### src/rtl/capture_ctrl.sv
// capture_ctrl -- capture sequencer for the logic-analyzer digital core.
//
// Turns the decimated sample strobe into write-enable/address for the shared
// circular capture RAM port. After a run it fills pre-trigger history, then
// accepts a trigger, records trig_pos post-trigger samples and freezes with
// waddr pointing at the oldest valid sample.
//
// Ports:
//   clk          core clock, rising edge
//   rst          synchronous active-high reset
//   smpl_en      valid-sample strobe
//   trig         trigger event (only looked at with smpl_en)
//   run          arm a capture (accepted in IDLE / DONE)
//   abort        cancel any capture
//   clr_done     acknowledge a finished capture
//   trig_pos     post-trigger sample count, latched on an accepted run
//   we           capture RAM write enable (combinational)
//   waddr        capture RAM write address
//   armed        trigger currently accepted
//   triggered    trigger seen, capture post-trigger / done
//   capture_done buffer frozen
//   trig_addr    RAM address of the trigger sample
module capture_ctrl #(
   parameter int ADDR_W = 9
) (
   input  logic              clk,
   input  logic              rst,
   input  logic              smpl_en,
   input  logic              trig,
   input  logic              run,
   input  logic              abort,
   input  logic              clr_done,
   input  logic [ADDR_W-1:0] trig_pos,
   output logic              we,
   output logic [ADDR_W-1:0] waddr,
   output logic              armed,
   output logic              triggered,
   output logic              capture_done,
   output logic [ADDR_W-1:0] trig_addr
);

   localparam logic [2:0] S_IDLE  = 3'd0;
   localparam logic [2:0] S_PRE   = 3'd1;
   localparam logic [2:0] S_ARMED = 3'd2;
   localparam logic [2:0] S_POST  = 3'd3;
   localparam logic [2:0] S_DONE  = 3'd4;

   localparam logic [ADDR_W-1:0] ONE  = ADDR_W'(1);
   localparam logic [ADDR_W-1:0] ZERO = '0;

   logic [2:0]        state_reg, state_next;
   logic [ADDR_W-1:0] waddr_reg, waddr_next;
   logic [ADDR_W-1:0] taddr_reg, taddr_next;
   logic [ADDR_W-1:0] cnt_reg, cnt_next;
   logic [ADDR_W-1:0] pos_reg, pos_next;

   logic              capturing;
   logic [ADDR_W-1:0] cnt_inc;
   logic [ADDR_W-1:0] waddr_inc;

   assign capturing = (state_reg == S_PRE) || (state_reg == S_ARMED) ||
                      (state_reg == S_POST);
   // abort suppresses the write in its own cycle; rst deliberately does not.
   assign we        = capturing && smpl_en && !abort;
   assign cnt_inc   = cnt_reg + ONE;
   assign waddr_inc = waddr_reg + ONE;

   always_comb begin
      state_next = state_reg;
      waddr_next = waddr_reg;
      taddr_next = taddr_reg;
      cnt_next   = cnt_reg;
      pos_next   = pos_reg;
      if (abort) begin
         state_next = S_IDLE;
      end else begin
         case (state_reg)
            S_IDLE, S_DONE: begin
               if (run) begin
                  pos_next   = trig_pos;
                  waddr_next = ZERO;
                  taddr_next = ZERO;
                  cnt_next   = ZERO;
                  // Pre-trigger length is DEPTH-1-trig_pos == ~trig_pos.
                  state_next = (~trig_pos == ZERO) ? S_ARMED : S_PRE;
               end else if ((state_reg == S_DONE) && clr_done) begin
                  state_next = S_IDLE;
               end
            end
            S_PRE: begin
               if (we) begin
                  waddr_next = waddr_inc;
                  if (cnt_inc == ~pos_reg) begin
                     cnt_next   = ZERO;
                     state_next = S_ARMED;
                  end else begin
                     cnt_next = cnt_inc;
                  end
               end
            end
            S_ARMED: begin
               if (we) begin
                  waddr_next = waddr_inc;
                  if (trig) begin
                     taddr_next = waddr_reg;
                     cnt_next   = ZERO;
                     state_next = (pos_reg == ZERO) ? S_DONE : S_POST;
                  end
               end
            end
            S_POST: begin
               if (we) begin
                  waddr_next = waddr_inc;
                  if (cnt_inc == pos_reg) begin
                     cnt_next   = ZERO;
                     state_next = S_DONE;
                  end else begin
                     cnt_next = cnt_inc;
                  end
               end
            end
            default: state_next = S_IDLE;
         endcase
      end
   end

   always_ff @(posedge clk) begin
      if (rst) begin
         state_reg <= S_IDLE;
         waddr_reg <= ZERO;
         taddr_reg <= ZERO;
         cnt_reg   <= ZERO;
         pos_reg   <= ZERO;
      end else begin
         state_reg <= state_next;
         waddr_reg <= waddr_next;
         taddr_reg <= taddr_next;
         cnt_reg   <= cnt_next;
         pos_reg   <= pos_next;
      end
   end

   assign waddr        = waddr_reg;
   assign trig_addr    = taddr_reg;
   assign armed        = (state_reg == S_ARMED);
   assign triggered    = (state_reg == S_POST) || (state_reg == S_DONE);
   assign capture_done = (state_reg == S_DONE);

endmodule

### config.mk
export PLATFORM = sky130hd
export DESIGN_NAME = capture_ctrl
export DESIGN_NICKNAME = d
export VERILOG_FILES = /design/src/rtl/capture_ctrl.sv
export SDC_FILE = /design/constraint.sdc
export NUM_CORES = 1
export LEC_CHECK = 0
export BUFFER_PORTS_ARGS = -buffer_cell sky130_fd_sc_hd__buf_2
export CAP_MARGIN = 20
export CORE_ASPECT_RATIO = 0.5
export CORE_MARGIN = 2
export CORE_UTILIZATION = 35
export CTS_CLUSTER_SIZE = 25
export DETAILED_ROUTE_END_ITERATION = 12
export PLACE_DENSITY = 0.62
export SYNTH_ARGS = -nofsm -noshare
export SYNTH_HDL_FRONTEND = slang
export SYNTH_SLANG_ARGS = --single-unit
### constraint.sdc
create_clock -name clk -period 2.51 [get_ports clk]
set_input_delay 0.1255 -clock clk [delete_from_list [all_inputs] [get_ports clk]]
set_output_delay 0.1255 -clock clk [all_outputs]
set_load 0.1 [all_outputs]
==> impl_results.md, run 1 <==
* Initial antenna violation count at 0
* Max Cap Viol at 0
* Peak supply drop at roughly 320 uV
* WP data arrival at 2560 ps
* Hold path start: trig_pos[4]
* Worst EP required at between 2000 and 3000 ps
* Area after DPL at 2680 um^2
* Fin crit share at 93.7%
* #FFs+latches synth at 39
* Mapped Nets at 316
* Rel. slew slack at a little under 60%
* Clock slew at reported path FFs at 60 ps
* Post-route antenna net violation count at 0
* Post-CTS Hold Fix Bufs at 0
* Starting DRT DRC Count at approximately 110
* Post-Layout Cell Count at around 420
* Netlist cell types at 60
* Slew at the pin with the worst max-slew slack at between 600 and 700 ps
* DRT Pass-1 Iters at 4
* Overall Global Routing Usage at 17.2%
* Setup TNS at 0 ps
* Die Y at 62.5 um
* Leak at ~1.1 nW
* Cell area after synthesis at roughly 2400 um^2
* Placed cells at 415
* Starting Density at 36.1%
* First-pass GRT wire length at 10.5 mm
* Worst slack, placed at approximately 150 ps
* Row count at 21
* WL/cell at 14.9 um
* I/O pins at 38
* Crit. End Element: flip-flop
* H-Tree Depth at 2
* PortBufs at 37
* # clock sinks at 39
* Outcome: completed
* Worst setup margin at ~160 ps
* Diode count at 0
* Worst setup path start: cnt_reg[4]$_SDFFE_PP0P_
* Width of the die at 121 um
* Post-route DRC at 0
* RD Place Congestion at around 0.91
* Post-Synthesis Cells at a little under 300
* Min Tclk post-route at about 2400 ps
* Commonest non-fill, non-tap cell in the layout: nand2_1
* Seq/Total Area, Yosys at 32.6%
* Ys async rst share at 0%
* Fin. Hold Viols at 0
* Max-slew violations at 0
* Critical path's slowest cell: a2111oi_4
* Synth top area share at 32.6%
* Yosys warning total at 0
* Num CTS Buffers at 5
* Design area at 2860 um^2
* Ratio of cells with drive above 1 in the final layout at 20.8%
* GR Overflow Total at 0
* RSZ-0062 raised after global routing: no
* Top post-synthesis cells by area: dfxtp_1 33%, nand2_1 6.6%, nor2_1 5.0%
* Startpoint Class: flip-flop
* Largest area contributor in the netlist: dfxtp_1
* PwrDens at 542 nW/um^2
* TritonCTS clock tree: done
* Crit-path max FO at 8
* NumNets Final at 348
* Layout Utilization at 43.0%
* Post-DP HPWL at 4.52 mm
* Core Box Area at 6650 um^2
* Critical Path Max Stage Delay at slightly above 600 ps
* Count of final setup violators at 0
* Total chip power at 1.55 mW
* Layout Skew at between 5 and 6 ps
* Later-pin clock latency in the skew report at 280 ps
* DR vias/cell at 5.41
* Peak Freq at ~430 MHz
* Routed via count at 2,288
* Largest net degree at the start of global routing at 33
* Commonest non-fill, non-tap cells in the layout: 42 x nand2_1, 38 x dfxtp_1, 37 x buf_2
* Vias in the first global route at 2,149
* Worst r2r src: cnt_reg[4]$_SDFFE_PP0P_
* Hold Worst Slack at 90.9 ps
* Critical setup path kind: reg2reg
* Post-Route WL at 6.28 mm
* Clock root cell: clkbuf_16
* Worst-path cell chain: nand3_1 > nor3_1 > nor3b_1 > a2111oi_4 > o32ai_1 > a21oi_1
* Family with the most delay on the worst path: compound AO/OA/AOI/OAI gates
* Average size of a mapped cell at ~8.0 um^2
* Clock Path Buffers at 2
* Post-synth EDFFs at 0
* Synthesis-to-layout area growth at 19.2%
* Synth Flop Type: dfxtp_1
* Worst Hold Class: in2reg
* Crit path buffers/inverters at 0
* Total die area at 7570 um^2
power by group:
part	leakage (nW)	internal [mW]	switching (mW)	total, mW
combinational	0.706	0.0566	0.104	0.161
sequential	0.316	0.629	0.0135	0.642
clock	0.0844	0.474	0.274	0.748
total	1.11	1.16	0.392	1.55
per-layer routing:
layer  GRT usage [%]  up-vias  part of all wire [%]
met2            27.7       67                    47
met1            22.4     1069                    46
met3            4.38        8                   6.6
li1                -     1144                     -
met4            5.96        0                   1.2
met5               0        -                     0
timing repair:
item,in CTS,in global routing
setup buffers,0,0
endpoints found under the setup margin,0,3
resized for setup,0,2
final timing paths:
kind | endpoint | slack, ps | depth (start not counted)
min | pos_reg[4]$_SDFFE_PP0P_ | 90 | 3
min reg2reg | pos_reg[1]$_SDFFE_PP0P_ | 490 | 2
max reg2reg | cnt_reg[6]$_SDFFE_PP0P_ | 160 | 6
max | cnt_reg[6]$_SDFFE_PP0P_ | 160 | 6
cells by family (layout without fill, tap and decap cells):
logic type	count (synthesis)	in the layout	synth area share, %
xor+xnor	20	20	8.09
mux	3	3	1.25
fa+ha+maj	2	2	1.04
simple gates	142	142	31.3
compound gates	69	69	21.5
flops	39	39	32.6
buf+inv	23	56	4.23
Yosys cell counts, types with 2 or more instances:
library cell and n:
xnor2_1 8, inv_1 3, nand3_1 9, or3_1 3, nand4_1 4, nor3b_1 3, a31oi_1 4, a21oi_1 22
nand4b_1 2, a32oi_1 2, and2_1 4, xor2_1 11, mux2i_1 3, ha_1 2, nor3_1 8, o21ai_1 2
a21o_1 2, nor2_1 32, nor4_1 4, dfxtp_1 39, nor2b_1 5, buf_2 3, and3_1 5, buf_4 3
nand2_1 42, nand2b_1 8, o21ai_0 4, a22oi_1 9, clkbuf_1 14, o32ai_1 8
layout make-up:
type | count | area, um^2
clock buffer | 5 | 125
clock inverter | 3 | 47.5
fill | 676 | 3790
inverter | 3 | 11.3
multi-input combinational | 236 | 1530
sequential | 39 | 782
tap | 92 | 115
timing repair buffer | 45 | 245
worst register-to-register path, cell delays in order (launching register included):
cell and delay (ps):
dfxtp_1 500, nand3_1 330, nor3_1 330, nor3b_1 140
a2111oi_4 610, o32ai_1 180, a21oi_1 180
Power figures use the tool's default switching activity.
==> run 2: changes to the inputs <==
--- a/config.mk
+++ b/config.mk
@@ -12,7 +12,7 @@
 export CORE_UTILIZATION = 35
 export CTS_CLUSTER_SIZE = 25
 export DETAILED_ROUTE_END_ITERATION = 12
-export PLACE_DENSITY = 0.62
+export PLACE_DENSITY = 0.52
 export SYNTH_ARGS = -nofsm -noshare
 export SYNTH_HDL_FRONTEND = slang
 export SYNTH_SLANG_ARGS = --single-unit
==> impl_results.md, run 2 (synthesized netlist as in run 1, its figures left out) <==
* Outcome: completed
* Crit path buffers/inverters at 0 (unchanged)
* Slew at the pin with the worst max-slew slack at 651 ps (+32.6 ps)
* Critical Path Max Stage Delay at 420 ps (-190 ps)
* Fin crit share at 91.2% (-2.5 points)
* Core Box Area at 6650 um^2 (unchanged)
* Count of final setup violators at 0 (unchanged)
* # fillers at 677 (+0.15%)
* Critical path's slowest cell: o32a_4
* Startpoint Class: flip-flop
* Worst Hold Class: in2reg
* Multi-input gate area at 1530 um^2 (-0.16%)
* Width of the die at 121 um (unchanged)
* Overall Global Routing Usage at 16.5% (-0.72 points)
* Commonest non-fill, non-tap cell in the layout: nand2_1
* Post-DP HPWL at 4.38 mm (-3.1%)
* Setup TNS at 0 ps (unchanged)
* Diode count at 0 (unchanged)
* Family with the most delay on the worst path: compound AO/OA/AOI/OAI gates
* Worst-path cell chain: ha_1 > nand3_4 > or3_1 > and2_4 > o32a_4 > o32ai_1 > a21oi_1
* RSZ-0062 raised after global routing: no
* Crit-path max FO at 9 (+1)
* Clock root cell: clkbuf_16
* Starting Density at 36.1% (unchanged)
* Initial antenna violation count at 0 (unchanged)
* Crit. End Element: flip-flop
* Post-Route WL at 6.04 mm (-3.9%)
* Critical setup path kind: reg2reg
* Worst EP required at 2650 ps (-70 ps)
* Max-slew violations at 0 (unchanged)
* Commonest non-fill, non-tap cells in the layout: 42 x nand2_1, 37 x dfxtp_1, 37 x buf_2
* Layout Skew at 5.09 ps (-0.0455 ps)
* Largest net degree at the start of global routing at 33 (unchanged)
* Leak at 1.09 nW (-1.7%)
* Vias in the first global route at 2,086 (-2.9%)
* Worst setup path start: cnt_reg[1]$_SDFFE_PP0P_
* I/O pins at 38 (unchanged)
* H-Tree Depth at 2 (unchanged)
* WP data arrival at 2430 ps (-130 ps)
* DR vias/cell at 5.43 (+0.34%)
* Post-route DRC at 0 (unchanged)
* Peak Freq at 437 MHz (+2.7%)
* WL/cell at 14.3 um (-3.4%)
* Post-Layout Cell Count at 421 (-0.47%)
* NumNets Final at 346 (-0.57%)
* PortBufs at 37 (unchanged)
* TritonCTS clock tree: done
* Cts repair resizes at 0 (unchanged)
* Total die area at 7570 um^2 (unchanged)
* PwrDens at 519 nW/um^2 (-4.4%)
* Total chip power at 1.47 mW (-5.5%)
* Peak supply drop at 276 uV (-15%)
* Starting DRT DRC Count at 92 (-12%)
* Post-CTS Hold Fix Bufs at 0 (unchanged)
* Max Cap Viol at 0 (unchanged)
* Routed via count at 2,285 (-0.13%)
* Layout Utilization at 42.5% (-0.51 points)
* GR Overflow Total at 0 (unchanged)
* Num CTS Buffers at 5 (unchanged)
* Clock slew at reported path FFs at 60 ps (about the same)
* Hold path start: trig_pos[0]
* Fin. Hold Viols at 0 (unchanged)
* First-pass GRT wire length at 10.1 mm (-4.0%)
* Clock Path Buffers at 2 (unchanged)
* Reg area at 783 um^2 (+0.16%)
* Min Tclk post-route at 2290 ps (-62.5 ps)
* Worst r2r src: cnt_reg[1]$_SDFFE_PP0P_
* Synthesis-to-layout area growth at 17.8%
* Post-route antenna net violation count at 0 (unchanged)
* RD Place Congestion at 0.879 (-3.1%)
* Ratio of cells with drive above 1 in the final layout at 20.4% (-0.48 points)
* Row count at 21 (unchanged)
* DRT Pass-1 Iters at 4 (unchanged)
* Post-CTS Setup Inserts at 0 (unchanged)
* Rel. slew slack at 56.4% (-2.2 points)
* # clock sinks at 39 (unchanged)
* Later-pin clock latency in the skew report at 280 ps (about the same)
* Die Y at 62.5 um (unchanged)
* Placed cells at 413 (-0.48%)
[run 2: changes by cell type in the layout (fill, tap and decap cells not counted), sizes merged]
cell	change
buf	-2
bufinv	-1
clkbuf	+1
clkinvlp	+1
inv	-1
[run 2: metrics by stage]
step / instance area, um^2 / setup slack [ps] / hold slack (ps)
2_1_floorplan: 2410 / 33.8 / 261
3_3_place_gp: 2670 / 225 / 381
3_5_place_dp: 2670 / 157 / 388
4_1_cts: 2820 / 137 / 84.6
5_1_grt: 2830 / 44.0 / 95.4
6_report: 2830 / 220 / 92.1
[run 2: metal layers]
metal	part of all wire (%)	GRT usage (%)	vias to the layer above
met5	0	0	-
met4	1.4	5.52	0
met3	4.2	4.93	10
met2	45	25.5	49
met1	49	21.9	1085
li1	-	-	1141
[run 2: final cells by class]
class,instances,share of cell area (%)
multi-input cells,236,54.2
clock inverters,2,0.575
flip-flops and latches,39,27.7
well taps,92,4.07
inverters,3,0.398
repair buffers,43,8.15
clock buffers,6,4.91
[run 2: power by group]
part           internal [mW]  switching (mW)  leakage (nW)
combinational         0.0556           0.101         0.698
clock                  0.397           0.267        0.0731
sequential             0.629          0.0160         0.316
total                   1.08           0.384          1.09
[run 2: tightest hold or removal path, cell delays in order]
cell and delay (ps):
buf_2 100, nand2_1 50, a21oi_1 50
[run 2: final timing paths]
| path | cells past startpoint | slack [ps] | end |
|---|---|---|---|
| max | 7 | 220 | cnt_reg[6]$_SDFFE_PP0P_ |
| min | 3 | 90 | pos_reg[0]$_SDFFE_PP0P_ |
| max reg2reg | 7 | 220 | cnt_reg[6]$_SDFFE_PP0P_ |
| min reg2reg | 2 | 480 | pos_reg[5]$_SDFFE_PP0P_ |
==> run 3: changes to the inputs <==
--- a/config.mk
+++ b/config.mk
@@ -5,6 +5,7 @@
 export SDC_FILE = /design/constraint.sdc
 export NUM_CORES = 1
 export LEC_CHECK = 0
+export ABC_AREA = 1
 export BUFFER_PORTS_ARGS = -buffer_cell sky130_fd_sc_hd__buf_2
 export CAP_MARGIN = 20
 export CORE_ASPECT_RATIO = 0.5
==> impl_results.md, run 3 <==
* Seq/Total Area, Yosys at 35.0% (+2.5 points)
* Worst slack, placed at 461 ps (+304 ps)
* TritonCTS clock tree: done
* Top-count cell post-synth: nand2_1
* Vias in the first global route at 2,115 (+1.4%)
* Largest net degree at the start of global routing at 21 (-36%)
* Total die area at 7060 um^2 (-6.8%)
* Sw Share at 32.7% (+6.5 points)
* DRT Pass-1 Iters at 4 (unchanged)
* Die Y at 60.4 um (-3.4%)
* Setup TNS at 0 ps (unchanged)
* PortBufs at 37 (unchanged)
* Hold Worst Slack at 122 ps (+29.8 ps)
* # fillers at 683 (+0.89%)
* Width of the die at 117 um (-3.5%)
* Worst setup margin at 431 ps (+210 ps)
* RD Place Congestion at 0.898 (+2.2%)
* Total chip power at 1.63 mW (+11%)
* Crit. End Element: flip-flop
* Max-slew violations at 0 (unchanged)
* Fin. Hold Viols at 0 (unchanged)
* Top post-synthesis cells by area: dfxtp_1 35%, nand2_1 17%, nand3_1 8.5%
* Post-CTS Setup Inserts at 0 (unchanged)
* NumNets Final at 404 (+17%)
* Rel. slew slack at 67.5% (+11 points)
* H-Tree Depth at 2 (unchanged)
* Synth top area share at 35.0% (+2.5 points)
* Clk pwr share at 38.1% (-7.2 points)
* Combinational fraction of design power at 21.1% (+10 points)
* Diode count at 0 (unchanged)
* Peak Freq at 481 MHz (+10%)
* WP data arrival at 2300 ps (-130 ps)
* WL/cell at 12.6 um (-12%)
* Mapped Nets at 362 (+15%)
* Num CTS Buffers at 5 (unchanged)
* Starting Density at 36.5% (+0.41 points)
* I/O pins at 38 (unchanged)
* Critical setup path kind: reg2reg
* Synthesis-to-layout area growth at 19.5%
* #FFs+latches synth at 39 (unchanged)
* Ratio of cells with drive above 1 in the final layout at 19.2% (-1.2 points)
* Worst EP required at 2730 ps (+80 ps)
* Largest area contributor in the netlist: dfxtp_1
* Cell area after synthesis at 2230 um^2 (-7.1%)
* Multi-input gate area at 1290 um^2 (-16%)
* Post-Synthesis Cells at 344 (+15%)
* Cts repair resizes at 0 (unchanged)
* Post-synth top cells: 98 x nand2_1, 39 x dfxtp_1, 38 x nand3_1
* Leak at 1.18 nW (+8.3%)
* RSZ-0062 raised after global routing: no
* Post-synth EDFFs at 0 (unchanged)
* Starting DRT DRC Count at 130 (+41%)
* PwrDens at 613 nW/um^2 (+18%)
* Netlist cell types at 28 (-53%)
* # clock sinks at 39 (unchanged)
* Startpoint Class: flip-flop
* Power Internal at 1.10 mW (+1.5%)
* Overall Global Routing Usage at 18.4% (+1.9 points)
* Commonest non-fill, non-tap cells in the layout: 98 x nand2_1, 39 x dfxtp_1, 38 x nand3_1
* Crit-path max FO at 9 (unchanged)
* Ys async rst share at 0% (unchanged)
* DR vias/cell at 4.92 (-9.4%)
* Post-Route WL at 5.98 mm (-0.98%)
* Clock slew at reported path FFs at 60 ps (about the same)
* First-pass GRT wire length at 9.94 mm (-1.4%)
* Layout Utilization at 43.6% (+1.1 points)
* Min Tclk post-route at 2080 ps (-210 ps)
* Post-route antenna net violation count at 0 (unchanged)
* Outcome: completed
* Slew at the pin with the worst max-slew slack at 491 ps (-160 ps)
* Core Box Area at 6110 um^2 (-8.1%)
* Row count at 20 (-4.8%)
* GR Overflow Total at 0 (unchanged)
* Fin crit share at 82.8% (-8.4 points)
* Commonest non-fill, non-tap cell in the layout: nand2_1
* Post-DP HPWL at 4.53 mm (+3.4%)
* Worst Hold Class: in2reg
* Seq pwr share at 40.9% (-3.1 points)
* Sw Pwr at 534 uW (+39%)
* Peak supply drop at 266 uV (-3.5%)
* Yosys warning total at 0 (unchanged)
* Clock Path Buffers at 2 (unchanged)
* Reg area at 781 um^2 (-0.32%)
* Count of final setup violators at 0 (unchanged)
* Initial antenna violation count at 0 (unchanged)
* Layout Skew at 5.09 ps (+0.000230 ps)
* Routed via count at 2,331 (+2.0%)
* Clock root cell: clkbuf_16
* Average size of a mapped cell at 6.48 um^2 (-20%)
* Synth Flop Type: dfxtp_1
* Later-pin clock latency in the skew report at 290 ps (about the same)
* Post-CTS Hold Fix Bufs at 0 (unchanged)
* Max Cap Viol at 0 (unchanged)
* Post-route DRC at 0 (unchanged)
run 3: power groups by stage:
stage / Clock (mW) / Combinational, mW / Sequential (mW)
2_1_floorplan: 0 / 0.237 / 0.702
3_3_place_gp: 0 / 0.344 / 0.681
3_5_place_dp: 0 / 0.342 / 0.681
4_1_cts: 0.638 / 0.344 / 0.667
5_1_grt: 0.657 / 0.380 / 0.671
6_report: 0.621 / 0.344 / 0.667
run 3: logic make-up after synthesis:
logic type | Yosys count | share of synthesized area (%)
AND/OR/NAND/NOR | 200 | 41.4
AO/OA/AOI/OAI | 56 | 13.6
adder cells (fa/ha/maj) | 2 | 1.12
buffers and inverters | 43 | 7.24
flip-flops | 39 | 35.0
XOR/XNOR | 4 | 1.57
run 3: worst paths after layout:
kind | startpoint | cells after the start | to | slack, ps
min reg2reg | trig_addr[4]$_SDFFE_PP0P_ | 2 | trig_addr[4]$_SDFFE_PP0P_ | 460
min | trig_pos[0] | 3 | pos_reg[0]$_SDFFE_PP0P_ | 120
max reg2reg | cnt_reg[0]$_SDFFE_PP0P_ | 13 | cnt_reg[6]$_SDFFE_PP0P_ | 430
max | cnt_reg[0]$_SDFFE_PP0P_ | 13 | cnt_reg[6]$_SDFFE_PP0P_ | 430
run 3: per-stage QoR:
step | area, um^2 | std cells
after global placement | 2520 | 467
final | 2660 | 474
after global routing | 2660 | 474
after floorplan | 2230 | 344
after CTS | 2660 | 474
after detailed placement | 2520 | 467
run 3: cell type report:
| type | instances | area share [%] |
|---|---|---|
| Timing Repair Buffer | 39 | 7.52 |
| Clock buffer | 5 | 4.70 |
| Inverter | 39 | 5.50 |
| Clock inverter | 2 | 0.517 |
| Multi-Input combinational cell | 262 | 48.3 |
| Tap cell | 88 | 4.14 |
| Sequential cell | 39 | 29.3 |
run 3: critical path: stages, from the launching register on:
cell and delay [ps]:
dfxtp_1 420, ha_1 260, nand3_1 170, o21bai_2 200
nand2_1 120, nand2_1 80, nand2_1 60, nand2_1 70
nor2_1 50, nand2_1 80, nand2_2 80, nand2_2 190
nand3_1 110, a21oi_1 130
run 3: routing by layer:
layer | global-route usage (%) | up-vias | routed length [um]
li1 | - | 1212 | -
met1 | 24.6 | 1070 | 3040
met2 | 28.5 | 42 | 2650
met3 | 5.29 | 7 | 222
met4 | 7.56 | 0 | 70
met5 | 0 | - | 0
